$ cat src/rtl/branch_resolve_check_pkg.sv
// Shared types for the branch resolution checker: tracked prediction entry and FSM encoding.
package branch_resolve_check_pkg;

    localparam int unsigned INSTR_BYTES = 4;
    localparam int unsigned PC_W        = 32;

    // Layout of one in-flight prediction; PC_W must equal the top-level ADDR_W.
    typedef struct packed {
        logic [PC_W-1:0] pc;
        logic            taken;
        logic [PC_W-1:0] target;
    } pred_entry;

    typedef enum logic [1:0] {
        EMPTY  = 2'd0,
        TRACK  = 2'd1,
        SQUASH = 2'd2
    } fsm_state_e;

endpackage

$ cat src/rtl/branch_resolve_check_fifo.sv
// pred_fifo: in-order store of fetch-stage predictions with push/pop/clear and occupancy count.
module pred_fifo #(
    parameter int DEPTH = 4,
    parameter int WIDTH = 65
) (
    input  logic                     CLK,
    input  logic                     RESET,
    input  logic                     push,
    input  logic                     pop,
    input  logic                     clear,
    input  logic [WIDTH-1:0]         wr_data,
    output logic [WIDTH-1:0]         rd_data,
    output logic                     full,
    output logic                     empty,
    output logic [$clog2(DEPTH):0]   count
);

    localparam int PTR_W = $clog2(DEPTH);

    logic [WIDTH-1:0] mem [DEPTH];
    logic [PTR_W-1:0] wr_ptr;
    logic [PTR_W-1:0] rd_ptr;
    logic             do_push;
    logic             do_pop;

    assign full    = (count == (PTR_W+1)'(DEPTH));
    assign empty   = (count == '0);
    assign do_pop  = pop & ~empty;
    assign do_push = push & (~full | do_pop);
    assign rd_data = mem[rd_ptr];

    // NOTE: storage has no reset; an entry is only ever read while count says it is live.
    always_ff @(posedge CLK) begin
        if (do_push && !clear)
            mem[wr_ptr] <= wr_data;
    end

    // NOTE: sequential state uses non-blocking assignments so every flop samples pre-edge values.
    always_ff @(posedge CLK or negedge RESET) begin
        if (!RESET) begin
            wr_ptr <= '0;
            rd_ptr <= '0;
            count  <= '0;
        end else if (clear) begin
            wr_ptr <= '0;
            rd_ptr <= '0;
            count  <= '0;
        end else begin
            if (do_push)
                wr_ptr <= wr_ptr + PTR_W'(1);
            if (do_pop)
                rd_ptr <= rd_ptr + PTR_W'(1);
            case ({do_push, do_pop})
                2'b10:   count <= count + (PTR_W+1)'(1);
                2'b01:   count <= count - (PTR_W+1)'(1);
                default: count <= count;
            endcase
        end
    end

endmodule

$ cat src/rtl/branch_resolve_check.sv
// branch_resolve_check: compares MEM-stage resolutions against recorded predictions and flushes on mismatch.
// Optional statistics counters are built when BRANCH_STATS_EN is defined.
module branch_resolve_check
    import branch_resolve_check_pkg::*;
#(
    parameter int DEPTH  = 4,
    parameter int ADDR_W = 32,
    parameter int CNT_W  = 32
) (
    input  logic              CLK,
    input  logic              RESET,
    input  logic              Pred_valid,
    input  logic [ADDR_W-1:0] Pred_pc,
    input  logic              Pred_taken,
    input  logic [ADDR_W-1:0] Pred_target,
    input  logic              Resolve_valid,
    input  logic [ADDR_W-1:0] Resolve_pc,
    input  logic              Resolve_taken,
    input  logic [ADDR_W-1:0] Resolve_target,
    output logic              FLUSH,
    output logic [ADDR_W-1:0] Redirect_addr,
    output logic              Stall_fetch,
    output logic              Ordering_error,
    output logic [CNT_W-1:0]  Branch_count,
    output logic [CNT_W-1:0]  Mispredict_count
);

    localparam int CW = $clog2(DEPTH) + 1;

    fsm_state_e state;
    pred_entry  wr_entry;
    pred_entry  head;
    logic       fifo_full;
    logic       fifo_empty;
    logic [CW-1:0] fifo_count;

    logic active, resolve, pc_mis, mispredict, pop, push, drop;
    logic [ADDR_W-1:0] redirect_next;

    assign active  = (state != SQUASH);
    assign resolve = active & Resolve_valid;

    // NOTE: every always_comb output gets a default first so no path can infer a latch.
    always_comb begin
        pc_mis     = 1'b0;
        mispredict = 1'b0;
        if (resolve) begin
            if (fifo_empty) begin
                mispredict = 1'b1;
            end else begin
                pc_mis     = (head.pc != Resolve_pc);
                mispredict = (head.taken != Resolve_taken)
                           | (head.taken & Resolve_taken & (head.target != Resolve_target))
                           | pc_mis;
            end
        end
    end

    assign pop  = resolve & ~fifo_empty;
    // A push alongside a mispredicting pop is wrong-path and discarded.
    assign push = active & Pred_valid & (~fifo_full | pop) & ~mispredict;
    assign drop = active & Pred_valid & fifo_full & ~pop;

    assign redirect_next = Resolve_taken ? Resolve_target
                                         : Resolve_pc + ADDR_W'(INSTR_BYTES);

    assign wr_entry = '{pc: Pred_pc, taken: Pred_taken, target: Pred_target};

    pred_fifo #(
        .DEPTH (DEPTH),
        .WIDTH ($bits(pred_entry))
    ) u_fifo (
        .CLK     (CLK),
        .RESET   (RESET),
        .push    (push),
        .pop     (pop),
        .clear   (mispredict),
        .wr_data (wr_entry),
        .rd_data (head),
        .full    (fifo_full),
        .empty   (fifo_empty),
        .count   (fifo_count)
    );

    always_ff @(posedge CLK or negedge RESET) begin
        if (!RESET) begin
            state          <= EMPTY;
            Redirect_addr  <= '0;
            Ordering_error <= 1'b0;
        end else begin
            if (mispredict)
                Redirect_addr <= redirect_next;
            if ((resolve & fifo_empty) | pc_mis | drop)
                Ordering_error <= 1'b1;

            if (mispredict)
                state <= SQUASH;
            else if (state == SQUASH)
                state <= EMPTY;
            else if (push)
                state <= TRACK;
            else if (pop && fifo_count == CW'(1))
                state <= EMPTY;
        end
    end

    // SQUASH lasts exactly one cycle, so it doubles as the registered flush pulse.
    assign FLUSH       = (state == SQUASH);
    assign Stall_fetch = fifo_full;

`ifdef BRANCH_STATS_EN
    logic [CNT_W-1:0] br_cnt;
    logic [CNT_W-1:0] mp_cnt;

    always_ff @(posedge CLK or negedge RESET) begin
        if (!RESET) begin
            br_cnt <= '0;
            mp_cnt <= '0;
        end else begin
            if (pop && br_cnt != '1)
                br_cnt <= br_cnt + CNT_W'(1);
            if (mispredict && mp_cnt != '1)
                mp_cnt <= mp_cnt + CNT_W'(1);
        end
    end

    assign Branch_count     = br_cnt;
    assign Mispredict_count = mp_cnt;
`else
    assign Branch_count     = '0;
    assign Mispredict_count = '0;
`endif

endmodule

$ cat config.mk
export PLATFORM = sky130hd
export DESIGN_NAME = branch_resolve_check
export DESIGN_NICKNAME = d
export VERILOG_FILES = /design/src/rtl/branch_resolve_check_pkg.sv /design/src/rtl/branch_resolve_check_fifo.sv /design/src/rtl/branch_resolve_check.sv
export SDC_FILE = /design/constraint.sdc
export NUM_CORES = 1
export LEC_CHECK = 0
export CAP_MARGIN = 25
export CORE_MARGIN = 2
export CORE_UTILIZATION = 40
export CTS_CLUSTER_SIZE = 40
export DETAILED_ROUTE_END_ITERATION = 8
export GPL_TIMING_DRIVEN = 0
export PLACE_DENSITY = 0.6
export SLEW_MARGIN = 40
export SYNTH_ARGS = -nofsm -noshare
export SYNTH_HDL_FRONTEND = slang
export SYNTH_SLANG_ARGS = --single-unit
export TNS_END_PERCENT = 20
$ cat constraint.sdc
create_clock -name CLK -period 6.5 [get_ports CLK]
set_input_delay 1.3 -clock CLK [delete_from_list [all_inputs] [get_ports CLK]]
set_output_delay 1.3 -clock CLK [all_outputs]
set_load 0.05 [all_outputs]
==> summary.md, run 1 <==
| Metric | Value |
|---|---|
| Status | complete, no violations |
| Crit path capture type | flip-flop |
| CTS tree | built |
| Syn Std Cell Area | about 0.013 mm^2 |
| VDD IR max | 0.0002145 V |
| Register area share after synthesis | 66.43% |
| First-pass GRT wire length | a little under 50 mm |
| Drt pass-1 iters | 5 |
| Maximum number of pins on one net before global-route repair | 39 |
| Worst endpoint required time | a little under 7 ns |
| Initial antenna violation count | 3 |
| Top routing layer in use | met5 |
| Vias per cell | 4.894 |
| # nets final | approximately 1.2k |
| Worst-skew pair later-pin latency | 0.57 ns |
| Leak Pwr | 5.828 nW |
| Vert. Die Dim | 186.6 um |
| Total GRT Usage | 18.60% |
| Setup ws final | 1.695 ns |
| Initial Util | 40.78% |
| R2r setup slk | 1.69 ns |
| Post-CTS Setup Bufs | 0 |
| Post-Route M1 WL | approximately 15 mm |
| Max-slew violation count | 0 |
| Number of global-route vias before repair | 7728 |
| Synth Area in XOR/XNOR | 6.371% |
| Final wirelength | roughly 33 mm |
| Worst path arrival time | 5.04 ns |
| Number of cell rows | 66 |
| Hold_buf cts | 0 |
| Setup TNS | 0 ns |
| Top cells by count, synth | edfxtp_1 (260), buf_4 (68), xnor2_1 (66), mux4_2 (63), nand2_1 (47) |
| Drc violations | 0 |
| Mean post-synth cell area | 16.84 um^2 |
| Post-Synth Adder-Cell Area | 0.9383% |
| Multiplexer share of the synthesized area | 13.90% |
| Combinational family with the most area after synthesis | multiplexers |
| Synth area leader | edfxtp_1 |
| Final setup viols | 0 |
| Iter 0 DRT Violations | 489 |
| Max-slew headroom | 52.75% |
| Fin crit period | 4.805 ns |
| Post-synth top flop | edfxtp_1 |
| Die X | 186.6 um |
| GP Congestion | 0.7590 |
| Post-synthesis compound-gate area fraction | between 2 and 2.5% |
| Layout area overhead | 26.98% |
| FMAX | 0.2081 GHz |
| Wire length per cell | 21.32 um |
| CP max FO | 27 |
| Dpl ws | 1.296 ns |
| Synth Area in Simple Gates | under 10% |
| Final ANT Viol Nets | 0 |
| Largest cells by area after synthesis | edfxtp_1 (59%), mux4_2 (11%), dfrtp_1 (7.9%), xnor2_1 (4.3%), buf_4 (3.8%) |
| EDFF count, synth | 260 |
| # port buffers | 168 |
| P per Cell Area | ~340 mW/mm^2 |
| Core area | 0.03270 mm^2 |
| Synthesized flop and latch total | 302 |
| Clock buffer count from CTS | 31 |
| Worst setup SP type | flip-flop |
| Slew @ Worst Pin | 0.7033 ns |
| I/O pins | between 200 and 250 |
| Number of clock sinks | 302 |
| CTS root buf | clkbuf_16 |
| Met3 wire length | 2.288 mm |
| Fin Clk Skew | 0.02934 ns |
| Clock slew at reported path FFs | 0.06 ns |
| DIE AREA | 0.03481 mm^2 |
| Final cycle utilization of the critical path | 73.93% |
| Detail Placement HPWL | 24.04 mm |
| Yosys cell types | 44 |
| Max-cap violations | 0 |
| Post-synth top area share | 58.55% |
| CTS H-tree depth | 1 |
| RSZ-0062 raised after global routing | no |
| Post_cts resized | 0 |
| Count leader, synth | edfxtp_1 |
| HP Class | reg2reg |
| Warning count from the yosys run | 0 |
| Setup Crit Path Kind | reg2reg |
| Vias | about 7.5k |
| Ys async rst share | 13.91% |
| Share of cells above drive strength 1 | 20.40% |
| CTS max path bufs | 3 |
| Grt total ovfl | 0 |
| WL met2 | 15.04 mm |
| Mapped Cells | 792 |
| Final Hold Vio Count | 0 |
==> flip-flops by register name, summed over array words and instances, names as in the netlist <==
name	cells
u_fifo.mem	260
Redirect_addr	32
u_fifo.count	3
state	2
u_fifo.rd_ptr	2
u_fifo.wr_ptr	2
Ordering_error	1
==> kinds of logic after synthesis <==
kind of cell / Yosys count
flops: 302
simple gates: 129
mux: 102
buf+inv: 102
xor+xnor: 97
compound gates: 49
fa+ha+maj: 10
other cells: 1
==> layout by cell type (no fill, tap or decap), types with 6 or more instances in the layout <==
| cell type | count |
|---|---|
| xor2_1 | 31 |
| a21oi_1 | 7 |
| clkdlybuf4s50_1 | 167 |
| mux2_1 | 20 |
| dfrtp_1 | 42 |
| mux2_2 | 15 |
| nand4_1 | 18 |
| xnor2_1 | 66 |
| mux4_2 | 63 |
| and3_1 | 6 |
| nand2_1 | 47 |
| ha_1 | 10 |
| clkinv_2 | 9 |
| clkbuf_1 | 20 |
| clkbuf_16 | 31 |
| nor2_1 | 17 |
| nand3_1 | 13 |
| o21ai_0 | 33 |
| conb_1 | 64 |
| buf_12 | 9 |
| edfxtp_1 | 260 |
| inv_1 | 9 |
| buf_4 | 69 |
| buf_6 | 7 |
==> final timing paths <==
check                                  from                end  cells after the start
hold / removal               Ordering_error     Ordering_error                      2
hold reg to reg              Ordering_error     Ordering_error                      2
min in group asynchronous             RESET     Ordering_error                      1
setup / recovery           u_fifo.rd_ptr[1]  u_fifo.mem[3][54]                     13
setup reg to reg           u_fifo.rd_ptr[1]  u_fifo.mem[3][54]                     13
max in group asynchronous             RESET   u_fifo.rd_ptr[1]                      2
==> metrics by stage <==
| step | util [%] | hold WS (ns) | instance area (um^2) | instances | power (mW) |
|---|---|---|---|---|---|
| after floorplan | - | 0.5032 | 13570 | 855 | 3.514 |
| after global placement | 48.34 | 0.4681 | 15810 | 1465 | 4.071 |
| after detailed placement | 48.94 | 0.4994 | 16000 | 1474 | 4.106 |
| after CTS | 51.77 | 0.5142 | 16930 | 1530 | 5.747 |
| after global routing | 51.77 | 0.5267 | 16930 | 1530 | 5.918 |
| final | 51.78 | 0.5036 | 16930 | 1531 | 5.689 |
==> per-layer routing <==
layer | global-route usage [%] | up-vias
met1 | 25.97 | 3726
met4 | 4.762 | 4
met3 | 3.780 | 43
met5 | 0 | -
met2 | 29.98 | 280
li1 | - | 3440
==> power breakdown <==
part | total, mW | internal [mW] | switching, mW
clock network | 1.64 | 0.915 | 0.726
registers | 2.57 | 2.44 | 0.136
logic | 1.48 | 0.572 | 0.904
==> critical path: stages, from the launching register on <==
cell,delay (ns)
dfrtp_1,0.32
buf_2,0.26
clkbuf_1,0.54
clkbuf_1,0.55
mux4_2,0.44
xor2_1,0.16
nor3_1,0.26
nand3_1,0.28
o41ai_4,0.38
buf_6,0.25
buf_6,0.16
and3_4,0.36
buf_12,0.26
buf_12,0.23
==> layout make-up <==
type                       instances  area, um^2
fill                            2751       15770
sequential                       302        8859
multi-input combinational        451        4038
timing repair buffer             177        1859
clock buffer                      38       802.0
buffer                            93       661.9
tap                              442       553.0
clock inverter                    18       123.9
inverter                           9       33.78
antenna                            1       2.502
No activity file was read; power rests on OpenSTA's default activity.
==> run 2: changes to the inputs <==
--- a/config.mk
+++ b/config.mk
@@ -11,7 +11,7 @@
 export CTS_CLUSTER_SIZE = 40
 export DETAILED_ROUTE_END_ITERATION = 8
 export GPL_TIMING_DRIVEN = 0
-export PLACE_DENSITY = 0.6
+export PLACE_DENSITY = 0.63
 export SLEW_MARGIN = 40
 export SYNTH_ARGS = -nofsm -noshare
 export SYNTH_HDL_FRONTEND = slang
==> constraint.sdc (replaced) <==
create_clock -name CLK -period 4 [get_ports CLK]
set_input_delay 0.8 -clock CLK [delete_from_list [all_inputs] [get_ports CLK]]
set_output_delay 0.8 -clock CLK [all_outputs]
set_load 0.05 [all_outputs]
==> run 2 against run 1 <==
Compared with the run above: sequential cell count unchanged; maximum frequency grew 25%; hold slack worse by 0.40 ns; critical endpoint is now u_fifo.mem[2][55]; non-clock buffer count is 9 higher; final cell count increased by 0.65%; clock skew decreased by 0.016 ns; combinational power rose by 68%; first-iteration DRC count increased by 14%; clock power is 80% higher; total power up 69%; sequential power up 63%; cell area up 2.1%.
==> summary.md, run 2 (synthesis results as in run 1) <==
| Metric | Value |
|---|---|
| Status | complete, no violations |
| Layout area overhead | 29.63% |
| Detail Placement HPWL | 23.87 mm |
| Initial antenna violation count | 3 |
| Clock buffer count from CTS | 34 |
| GP Congestion | 0.7790 |
| Worst path arrival time | 4.05 ns |
| Util after Layout | 52.86% |
| Most frequent cells in the layout | edfxtp_1 (260), clkdlybuf4s50_1 (167), buf_4 (77) |
| Drc violations | 0 |
| CTS tree | built |
| Final ANT Viol Nets | 0 |
| Largest Register | u_fifo.mem |
| Setup Crit Path Kind | reg2reg |
| Initial Util | about 41% |
| Final setup viols | 0 |
| Die X | 186.6 um |
| Maximum number of pins on one net before global-route repair | 40 |
| CTS H-tree depth | 2 |
| Setup ws final | 0.1575 ns |
| First-pass GRT wire length | between 40 and 50 mm |
| Max-slew violation count | 0 |
| Clock slew at reported path FFs | around 0.06 ns |
| # port buffers | 168 |
| Drt pass-1 iters | 5 |
| Share of cells above drive strength 1 | 22.15% |
| CTS max path bufs | 3 |
| Final cycle utilization of the critical path | roughly 96% |
| Register Area | about 0.009 mm^2 |
| Leak Pwr | 6.026 nW |
| Total GRT Usage | 18.81% |
| Worst endpoint required time | 4.21 ns |
| VDD IR max | 0.0003714 V |
| # nets final | 1221 |
| Iter 0 DRT Violations | 558 |
| Dpl ws | -0.6938 ns |
| CP max FO | 16 |
| Fin Clk Skew | 0.01298 ns |
| Slew @ Worst Pin | 0.6373 ns |
| Final Hold Vio Count | 0 |
| Number of clock sinks | just over 300 |
| Fill cell count | 2684 |
| Vias per cell | between 4 and 5 |
| Power, Total | 9.620 mW |
| Fin crit period | 3.842 ns |
| FMAX | 0.2603 GHz |
| Number of global-route vias before repair | 7712 |
| Top flop regs | u_fifo.mem x260, Redirect_addr x32, u_fifo.count x3 |
| P per Cell Area | 556.5 mW/mm^2 |
| HP Class | in2async |
| I/O pins | 233 |
| Max-slew headroom | 57.18% |
| Core area | about 0.033 mm^2 |
| Final wirelength | 32.81 mm |
| DIE AREA | 0.03481 mm^2 |
| Grt total ovfl | 0 |
| Hold_buf cts | 0 |
| Worst setup SP type | flip-flop |
| Crit path capture type | flip-flop |
| Max-cap violations | 0 |
| Wire length per cell | 21.29 um |
| Area of the multi-input gates | about 0.0041 mm^2 |
| Largest register FFs | 260 |
| Setup TNS | 0 ns |
| Worst-skew pair later-pin latency | 0.50 ns |
| CTS root buf | clkbuf_16 |
| Commonest non-fill, non-tap cell in the layout | edfxtp_1 |
| Number of cell rows | between 60 and 70 |
| Vias | around 7.6k |
| Vert. Die Dim | 186.6 um |
-- run 2: cell count changes in the layout (fill, tap and decap cells not counted), sizes merged --
cell    previous run  this run
diode              1         2
buf               90        98
bufbuf             0         2
clkbuf            51        49
bufinv             1         3
inv               11        10
-- run 2: area by class of cell --
class	instances	share of cell area [%]
flip-flops and latches	302	51.24
multi-input cells	451	23.69
repair buffers	186	11.44
clock buffers	37	5.110
plain buffers	93	4.133
well taps	442	3.199
clock inverters	19	0.9627
inverters	9	0.1954
diodes	2	0.02895
-- run 2: power breakdown --
| part | internal (mW) | switching, mW |
|---|---|---|
| Clock | 1.78 | 1.18 |
| Combinational | 0.983 | 1.49 |
| Sequential | 3.96 | 0.229 |
| Total | 6.72 | 2.90 |
-- run 2: worst paths after layout --
kind,from,cells past startpoint,slack [ns],to
hold reg to reg,Ordering_error,2,0.49,Ordering_error
setup / recovery,u_fifo.rd_ptr[0],12,0.16,u_fifo.mem[2][55]
hold / removal,RESET,1,0.10,Ordering_error
min in group CLK,Ordering_error,2,0.49,Ordering_error
max in group asynchronous,RESET,2,3.48,Redirect_addr[30]
setup reg to reg,u_fifo.rd_ptr[0],12,0.16,u_fifo.mem[2][55]
-- run 2: through the flow --
stage                     cells  hold slack, ns  cell area (um^2)
after CTS                  1538         0.08380             17250
after floorplan             855          0.5032             13570
after detailed placement   1474          0.4931             16000
after global placement     1465          0.4757             15810
after global routing       1540         0.09226             17280
final                      1541          0.1033             17290
-- run 2: routing by layer --
layer	vias up	global-route usage, %	routed length (um)
met3	53	4.044	2343
met5	-	0	14
met4	2	5.800	916
met2	314	30.45	15280
met1	3762	25.59	14260
li1	3466	-	-
-- run 2: repair_timing --
action	in CTS	in global routing
gates resized for setup	21	7
gates cloned	2	0
pin swaps	6	4
endpoints found under the setup margin	293	116
buffers inserted	6	1
-- run 2: worst max-delay path: stages (launching register included) --
cell and delay [ns]:
dfrtp_1 0.34, buf_6 0.19, buf_6 0.22, mux4_2 0.57, xnor2_1 0.20, nand4_1 0.21
nor4_2 0.37, a21boi_1 0.20, o41ai_4 0.34, buf_6 0.16, buf_6 0.13, and3_4 0.27
bufbuf_16 0.33
==> run 3: changes to the inputs <==
--- a/config.mk
+++ b/config.mk
@@ -15,5 +15,6 @@
 export SLEW_MARGIN = 40
 export SYNTH_ARGS = -nofsm -noshare
 export SYNTH_HDL_FRONTEND = slang
+export SYNTH_HIERARCHICAL = 1
 export SYNTH_SLANG_ARGS = --single-unit
 export TNS_END_PERCENT = 20
==> run 3 against run 2 <==
Compared with the run above: the flow now finishes with violations (negative setup slack); setup slack worse by 0.50 ns; combinational power rose by 42%; critical endpoint is now u_fifo/mem[1][19]; sequential share of layout area fell by 2.2 points; highest routed layer unchanged.
==> summary.md, run 3 <==
| Metric | Value |
|---|---|
| Status | complete, but fails checks |
| Failing checks | negative setup slack |
| Net switching power figure | 3.318 mW |
| Number of cell rows | 67 |
| Vert. Die Dim | 187.4 um |
| Commonest non-fill, non-tap cell in the layout | edfxtp_1 |
| Setup Crit Path Kind | reg2reg |
| Placed Area | 0.01615 mm^2 |
| Number of clock sinks | 302 |
| Crit path capture type | flip-flop |
| Wire length per cell | 22.29 um |
| CTS H-tree depth | 2 |
| Switch share | 31.21% |
| Worst endpoint required time | 4.21 ns |
| Grt total ovfl | 0 |
| Setup ws final | -0.3419 ns |
| Initial Util | 40.34% |
| Worst path arrival time | 4.55 ns |
| Most frequent cells in the layout | edfxtp_1 (260), clkdlybuf4s50_1 (167), buf_4 (95) |
| Largest register FFs | 260 |
| Detail Placement HPWL | 24.70 mm |
| Hold_buf cts | 0 |
| Top cells by count, synth | edfxtp_1 (260), buf_4 (67), mux4_2 (65), xnor2_1 (51), dfrtp_1 (42) |
| CTS tree | built |
| # port buffers | 168 |
| Vias | 8040 |
| Layout area overhead | 34.33% |
| HP Class | in2async |
| Clock power frac | 28.5% |
| Core area | 0.03336 mm^2 |
| CP max stage delay | 0.54 ns |
| EDFF count, synth | 260 |
| CTS root buf | clkbuf_16 |
| Final ANT Viol Nets | 0 |
| Count leader, synth | edfxtp_1 |
| Largest Register | u_fifo/mem |
| Max-slew headroom | 52.59% |
| Drt pass-1 iters | 5 |
| Dpl ws | -1.351 ns |
| FMAX | around 0.23 GHz |
| Post-route cell area | between 0.015 and 0.02 mm^2 |
| Register area share after synthesis | 65.82% |
| Final setup viols | roughly 260 |
| Worst setup SP type | flip-flop |
| P per Cell Area | between 500 and 600 mW/mm^2 |
| Final wirelength | 35.75 mm |
| Register Area | 0.008859 mm^2 |
| Ys async rst share | 13.91% |
| RSZ-0062 raised after global routing | yes |
| Die X | 187.4 um |
| Final Hold Vio Count | 0 |
| CTS max path bufs | 3 |
| Max-cap violations | 0 |
| Iter 0 DRT Violations | 737 |
| VDD IR max | 0.0004027 V |
| Post-synth top flop | edfxtp_1 |
| Critical-path cell list | buf_6 > buf_12 > buf_12 > mux4_2 > xor2_2 > nor4_4 > nand3_1 > or4_4 > o41ai_4 > buf_6 > nor2b_4 > buf_6 > inv_8 > nor3_4 > and2_4 > buf_12 > clkbuf_16 |
| Sequential power share | roughly two fifths |
| Slew @ Worst Pin | 0.7058 ns |
| Maximum number of pins on one net before global-route repair | 33 |
| Slowest CP cell | or4_4 |
| DIE AREA | between 0.03 and 0.04 mm^2 |
| Drc violations | 0 |
| Clock slew at reported path FFs | 0.05 ns |
| Mean post-synth cell area | 16.74 um^2 |
| Post-synth top area share | 58.01% |
| Mapped Cells | between 800 and 900 |
| Internal Power | 7.312 mW |
| Vias per cell | 5.012 |
| Yosys cell types | 53 |
| Clock buffer count from CTS | 35 |
| I/O pins | 233 |
| Syn Std Cell Area | 0.01346 mm^2 |
| Top flop regs | u_fifo/mem x260, Redirect_addr x32, u_fifo/count x3 |
| Area of the multi-input gates | around 0.0042 mm^2 |
| Fin crit period | 4.342 ns |
| GP Congestion | 0.8251 |
| Fin Clk Skew | 0.01303 ns |
| First-pass GRT wire length | between 50 and 60 mm |
| Synth area leader | edfxtp_1 |
| Leak Pwr | between 6 and 7 nW |
| Combinational share of power | 33.2% |
| Initial antenna violation count | 4 |
| Fill cell count | ~2.7k |
| Max-slew violation count | 0 |
| Final cycle utilization of the critical path | 108.5% |
| Largest cells by area after synthesis | edfxtp_1 (58%), mux4_2 (11%), dfrtp_1 (7.8%), buf_4 (3.7%), xnor2_1 (3.3%) |
| Number of global-route vias before repair | approximately 7.9k |
| Worst-skew pair later-pin latency | approximately 0.50 ns |
| Total GRT Usage | 19.63% |
| Share of cells above drive strength 1 | 27.41% |
| Synthesized flop and latch total | 302 |
| Warning count from the yosys run | 6 |
| CP max FO | 7 |
| # nets final | 1268 |
run 3: logic make-up after synthesis:
kind of cell | share of synthesized area, %
xor gates and xnor gates | 5.922
adders and majority gates | 0.7065
DFF | 65.82
AOI/OAI and AO/OA | 2.585
muxes | 13.96
buffers and inverters | 5.782
and+or+nand+nor | 5.197
other | 0.02786
run 3: worst paths after layout:
path,from,to,slack [ns],depth (start not counted)
min,RESET,u_fifo/count[0],0.15,1
max,u_fifo/rd_ptr[0],u_fifo/mem[1][19],-0.34,17
min in group CLK,Redirect_addr[18],Redirect_addr[18],0.49,1
max in group asynchronous,RESET,Redirect_addr[5],3.40,2
min reg2reg,Redirect_addr[18],Redirect_addr[18],0.49,1
max reg2reg,u_fifo/rd_ptr[0],u_fifo/mem[1][19],-0.34,17
run 3: critical path, delay by kind of cell, from the launching register on:
kind / cells / cell delay [ns]
flip-flops: 1 / 0.36
buffers and inverters: 8 / 1.08
AND/OR/NAND/NOR: 6 / 1.60
XOR/XNOR: 1 / 0.17
multiplexers: 1 / 0.53
AO/OA/AOI/OAI: 1 / 0.30
run 3: routing by layer:
| layer | share of wire, % | wire (um) | global-route usage [%] |
|---|---|---|---|
| met4 | 2.2 | 788 | 4.967 |
| met3 | 8.1 | 2881 | 4.128 |
| met5 | 0.070 | 25 | 0 |
| met2 | 47 | 16880 | 31.78 |
| met1 | 42 | 15170 | 27.26 |
run 3: what timing repair did:
action | 4_1_cts | 5_1_grt
setup endpoints to repair | 300 | 285
hold endpoints to repair | 0 | 0
pin swaps | 14 | 15
setup buffers | 24 | 12
resized for setup | 19 | 28
cloned | 3 | 8
run 3: stage by stage:
step	total power, mW	utilization, %	TNS (ns)	hold WS (ns)	std cells
finish	10.63	54.19	-79.19	0.1524	1604
global placement	7.233	47.85	-453.31	0.4724	1483
detailed placement	7.304	48.40	-323.70	0.4821	1492
CTS	10.53	52.82	-106.36	0.1342	1581
global route	11.04	54.17	-96.47	0.1377	1602
floorplan	6.227	-	-94.40	0.5032	867
run 3: cell type report:
cell class	instances	area share [%]
Sequential cell	302	49.00
Multi-Input combinational cell	453	23.38
Timing Repair Buffer	224	13.90
Clock buffer	50	5.446
Buffer	96	4.131
Tap cell	448	3.100
Clock inverter	13	0.6505
Inverter	15	0.3529
Antenna cell	3	0.04152
run 3: power groups by stage:
stage	sequential [mW]	combinational, mW	clock (mW)
after CTS	4.06	3.38	3.09
after floorplan	4.54	1.69	0
final	4.06	3.53	3.03
after global routing	4.09	3.72	3.22
after global placement	4.12	3.11	0
after detailed placement	4.12	3.18	0
==> RTL edit 1 (flow settings as in run 1) <==
The parameter `CNT_W` goes from 32 to 36.
--- a/src/rtl/branch_resolve_check.sv
+++ b/src/rtl/branch_resolve_check.sv
@@ -5,7 +5,7 @@
 #(
     parameter int DEPTH  = 4,
     parameter int ADDR_W = 32,
-    parameter int CNT_W  = 32
+    parameter int CNT_W  = 36
 ) (
     input  logic              CLK,
     input  logic              RESET,
Interface: changed (resized Branch_count and Mispredict_count); port bits go from 233 to 241. No check against the original RTL was run, so the function may have changed too.
==> RTL edit 1 against run 1 <==
- sequential cell count unchanged
- maximum frequency rose by 3.7%
- wire length shrank 0.51%
- worst setup slack better by 170 ps
- sequential share of layout area fell by 0.38 points
- area after synthesis increased by 0.45%
- power rose by 0.83%
- design area increased by 0.72%
- combinational power hardly changed
- first-iteration DRC count is 16% higher
- via count increased by 0.88%
- critical path type unchanged
==> RTL edit 1: results (changes against run 1) <==
metric	value	unit	change
grt_pass1_wl	48300	µm	was 48200 µm
clockNetworkAreaShare	5.56	%	was 5.47%
seq_power	2.58	mW	was 2.57 mW
multiInputGateArea	0.00407	mm²	was 0.00404 mm²
final_net_count	1225		was 1209
grt_usage	18.6	%	about the same
wire_per_inst	20.9	µm	was 21.3 µm
diodes	2		was 1
topRoutingLayerUsed	met4		was met5
grtUsageMet3	3.85	%	was 3.78%
grt_max_degree	40		was 39
num-clock-buffers	37		was 38
num_vias	7559		was 7493
grt_pass1_vias	7670		was 7728
antenna_found_initial	2		was 3
drt_iter0_markers	565		was 489
ctsLongestPathBuffers	3		unchanged
ys_seq_area_share	66.1	%	was 66.4%
drive_gt1_share	20.9	%	was 20.4%
ir_drop	0.175	mV	was 0.215 mV
signal_buffers	278		was 270
status	finished clean		unchanged
buf_share	15.1	%	was 14.9%
p_sw	1.78	mW	was 1.77 mW
place_congestion	0.779		was 0.759
dpl.hpwl	24100	µm	was 24000 µm
use_met2	30.0	%	about the same
port_buffers	168		unchanged
p_leak	5.91	nW	was 5.83 nW
ys_top_cells_by_area	edfxtp_1 58%, mux4_2 11%, dfrtp_1 7.8%		was edfxtp_1 59%, mux4_2 11%, dfrtp_1 7.9%
seq_cell_count	302		unchanged
nNonClkInverters	9		unchanged
wl_met1	14200	µm	was 14600 µm
wl_met2	15200	µm	was 15000 µm
max_slew_margin	51.7	%	was 52.8%
worstPathArrival	4880	ps	was 5040 ps
worstPathMaxFanout	25		was 27
finalPower	5.74	mW	was 5.69 mW
dr_wl_met3	2300	µm	was 2290 µm
use_met1	25.8	%	was 26.0%
finalClockSkew	14.4	ps	was 29.3 ps
multi_input_cells	459		was 451
==> RTL edit 1: per-stage QoR <==
step           instances  setup TNS, ps  setup slack (ps)  hold slack (ps)  area (µm²)
2_1_floorplan        871              0              1790              503       13700
3_3_place_gp        1487        -213910              -854              481       15900
3_5_place_dp        1496              0              1480              483       16100
4_1_cts             1553              0              1710              497       17100
5_1_grt             1554              0              1650              513       17100
6_report            1555              0              1870              491       17100
==> RTL edit 1: worst paths after layout <==
path / startpoint / end / slack, ps / depth (start not counted)
worst max-delay path: u_fifo.rd_ptr[1]$_DFFE_PN0P_ / u_fifo.mem[0][50]$_DFFE_PP_ / 1870 / 12
worst min-delay path: Ordering_error$_DFFE_PN0P_ / Ordering_error$_DFFE_PN0P_ / 490 / 2
worst max register to register: u_fifo.rd_ptr[1]$_DFFE_PN0P_ / u_fifo.mem[0][50]$_DFFE_PP_ / 1870 / 12
worst min register to register: Ordering_error$_DFFE_PN0P_ / Ordering_error$_DFFE_PN0P_ / 490 / 2
max in group asynchronous: RESET / Redirect_addr[4]$_DFFE_PN0P_ / 5550 / 2
min in group asynchronous: RESET / u_fifo.count[0]$_DFFE_PN0P_ / 540 / 1
==> RTL edit 1: cell families after synthesis <==
logic type      Yosys count  synth area share (%)
fa+ha+maj                10                 0.934
buf+inv                 110                  5.64
xor+xnor                 97                  6.34
simple gates            129                  4.87
other cells               1                0.0280
flops                   302                  66.1
mux                     102                  13.8
compound gates           49                  2.22
==> RTL edit 1: worst reg2reg max path, delay by kind of cell (launching register included) <==
family	cells	cell delay, ps
multiplexers	1	420
AND/OR/NAND/NOR	3	1180
AO/OA/AOI/OAI	2	710
buffers and inverters	5	1490
XOR/XNOR	1	190
flip-flops	1	320
==> RTL edit 2 (config.mk and constraints of run 1) <==
Without the edit above. Encoding of `fsm_state_e`: now one-hot (3 bits for 3 states).
--- a/src/rtl/branch_resolve_check_pkg.sv
+++ b/src/rtl/branch_resolve_check_pkg.sv
@@ -11,10 +11,10 @@
         logic [PC_W-1:0] target;
     } pred_entry;
 
-    typedef enum logic [1:0] {
-        EMPTY  = 2'd0,
-        TRACK  = 2'd1,
-        SQUASH = 2'd2
+    typedef enum logic [2:0] {
+        EMPTY  = 3'b001,
+        TRACK  = 3'b010,
+        SQUASH = 3'b100
     } fsm_state_e;
 
 endpackage
Formal check against the unedited RTL: no difference found for any inputs over 4 cycles, from zero or initial values and one cycle with RESET low; so few cycles prove little.
==> RTL edit 2 against run 1 <==
- worst setup slack lost 280 ps
- first-iteration DRC count rose by 34%
- design area rose by 2.8%
- power increased by 8.9%
- critical path depth rose by 1
- sequential cell count is 1 higher
- wire length rose by 7.6%
- worst hold slack got worse by 34 ps
- area after synthesis increased by 2.6%
- critical endpoint is now u_fifo.mem[2][53]$_DFFE_PP_
- largest power group unchanged
- highest routed layer unchanged
==> RTL edit 2: results (changes against run 1) <==
metric	value	unit	change
diodes	0		was 1
final_cells	1588		was 1531
ir_drop	0.352	mV	was 0.215 mV
reg2reg_depth	14		was 13
viasPerCell	5.02		was 4.89
syn_inst	847		was 792
place_congestion	0.881		was 0.759
synth-async-reset-ratio	14.2	%	was 13.9%
status	finished clean		unchanged
antenna_found_initial	1		was 3
n_fill_cell	2777		was 2751
ctsLongestPathBuffers	3		unchanged
final_net_count	1259		was 1209
finalClockSkew	20.9	ps	was 29.3 ps
grt_pass1_wl	50700	µm	was 48200 µm
worstPathMaxFanout	32		was 27
cts_root_buf	clkbuf_16		unchanged
synth.distinct_cells	62		was 44
wire_per_inst	22.1	µm	was 21.3 µm
grt_max_degree	34		was 39
tightest_slew	797	ps	was 703 ps
clock_latency	510	ps	was 570 ps
p_leak	6.12	nW	was 5.83 nW
placed_area	0.0163	mm²	was 0.0160 mm²
htreeDepth	2		was 1
drive_gt1_share	19.2	%	was 20.4%
ys_top_cells_by_area	edfxtp_1 57%, dfrtp_1 7.7%, mux4_2 7.2%		was edfxtp_1 59%, mux4_2 11%, dfrtp_1 7.9%
grt_pass1_vias	7778		was 7728
dpl.hpwl	25700	µm	was 24000 µm
dpl.cell_count	1527		was 1474
grt_usage	19.4	%	was 18.6%
drt_iter0_markers	657		was 489
power_density	356	mW/mm²	was 336 mW/mm²
worstPathArrival	5260	ps	was 5040 ps
p_sw	1.88	mW	was 1.77 mW
cts_buffers	34		was 31
ys_top_cells_by_count	260 x edfxtp_1, 67 x buf_4, 54 x nand2_1		was 260 x edfxtp_1, 68 x buf_4, 66 x xnor2_1
top_regs	u_fifo.mem: 260 flops, Redirect_addr: 32 flops		was u_fifo.mem: 260 flops, Redirect_addr: 32 flops, u_fifo.count: 3 flops
ys_seq_area_share	64.9	%	was 66.4%
hold_path_depth	1		was 2
port_buffers	160		was 168
dp_slack	1280	ps	was 1300 ps
RTL edit 2: changes by cell type in the layout (fill, tap and decap cells not counted), sizes merged, moves of 4 or more:
cell                  run 1  this run
xor2                     31        39
mux4                     63        49
bufinv                    1         5
nand2                    47        54
xnor2                    66        49
clkdlybuf4s50           167       159
mux2i                     4        35
o21ai                    33        39
clkbuf                   51        63
RTL edit 2: layout make-up:
| type | instances | share of cell area (%) |
|---|---|---|
| flip-flops and latches | 303 | 51.0 |
| multi-input cells | 494 | 24.6 |
| repair buffers | 169 | 10.2 |
| clock buffers | 41 | 5.22 |
| plain buffers | 105 | 4.28 |
| well taps | 448 | 3.22 |
| clock inverters | 20 | 1.26 |
| inverters | 8 | 0.173 |
RTL edit 2: final timing paths:
kind,slack [ps],startpoint,endpoint
worst max-delay path,1410,u_fifo.rd_ptr[1]$_DFFE_PN0P_,u_fifo.mem[2][53]$_DFFE_PP_
worst min-delay path,470,Ordering_error$_DFFE_PN0P_,Ordering_error$_DFFE_PN0P_
worst max register to register,1410,u_fifo.rd_ptr[1]$_DFFE_PN0P_,u_fifo.mem[2][53]$_DFFE_PP_
worst min register to register,470,Ordering_error$_DFFE_PN0P_,Ordering_error$_DFFE_PN0P_
max in group asynchronous,5360,RESET,Redirect_addr[4]$_DFFE_PN0P_
min in group asynchronous,690,RESET,Redirect_addr[23]$_DFFE_PN0P_
RTL edit 2: power groups by stage:
| stage | clock network, mW | logic, mW | registers [mW] |
|---|---|---|---|
| after CTS | 1.97 | 1.68 | 2.59 |
| after floorplan | 0 | 0.730 | 2.95 |
| after detailed placement | 0 | 1.67 | 2.63 |
| after global routing | 2.05 | 1.75 | 2.62 |
| after global placement | 0 | 1.62 | 2.65 |
| final | 1.93 | 1.67 | 2.59 |
RTL edit 2: layer usage:
metal	wire (µm)	track usage, %
met3	2280	3.43
met5	16	0
met4	991	5.62
met2	16400	31.4
met1	15400	27.0
RTL edit 2: logic make-up after synthesis:
kind of cell               after synthesis  synth area share, %
xor gates and xnor gates                88                 5.63
adders and majority gates               12                 1.06
DFF                                    303                 64.9
AOI/OAI and AO/OA                       79                 3.79
buffers and inverters                  113                 5.67
and+or+nand+nor                        134                 4.87
muxes                                  117                 14.0
other                                    1               0.0274
RTL edit 2: worst max-delay path, cell delays in order, from the launching register on:
cell       delay, ps
dfrtp_1          330
buf_4            210
buf_2            370
clkbuf_1         550
mux4_2           460
xnor2_1          240
nand4_1          120
nor4_1           500
nand2_1          210
a2111oi_4        550
or2_1            190
buf_6            170
buf_8            150
and3_4           380
buf_12           270
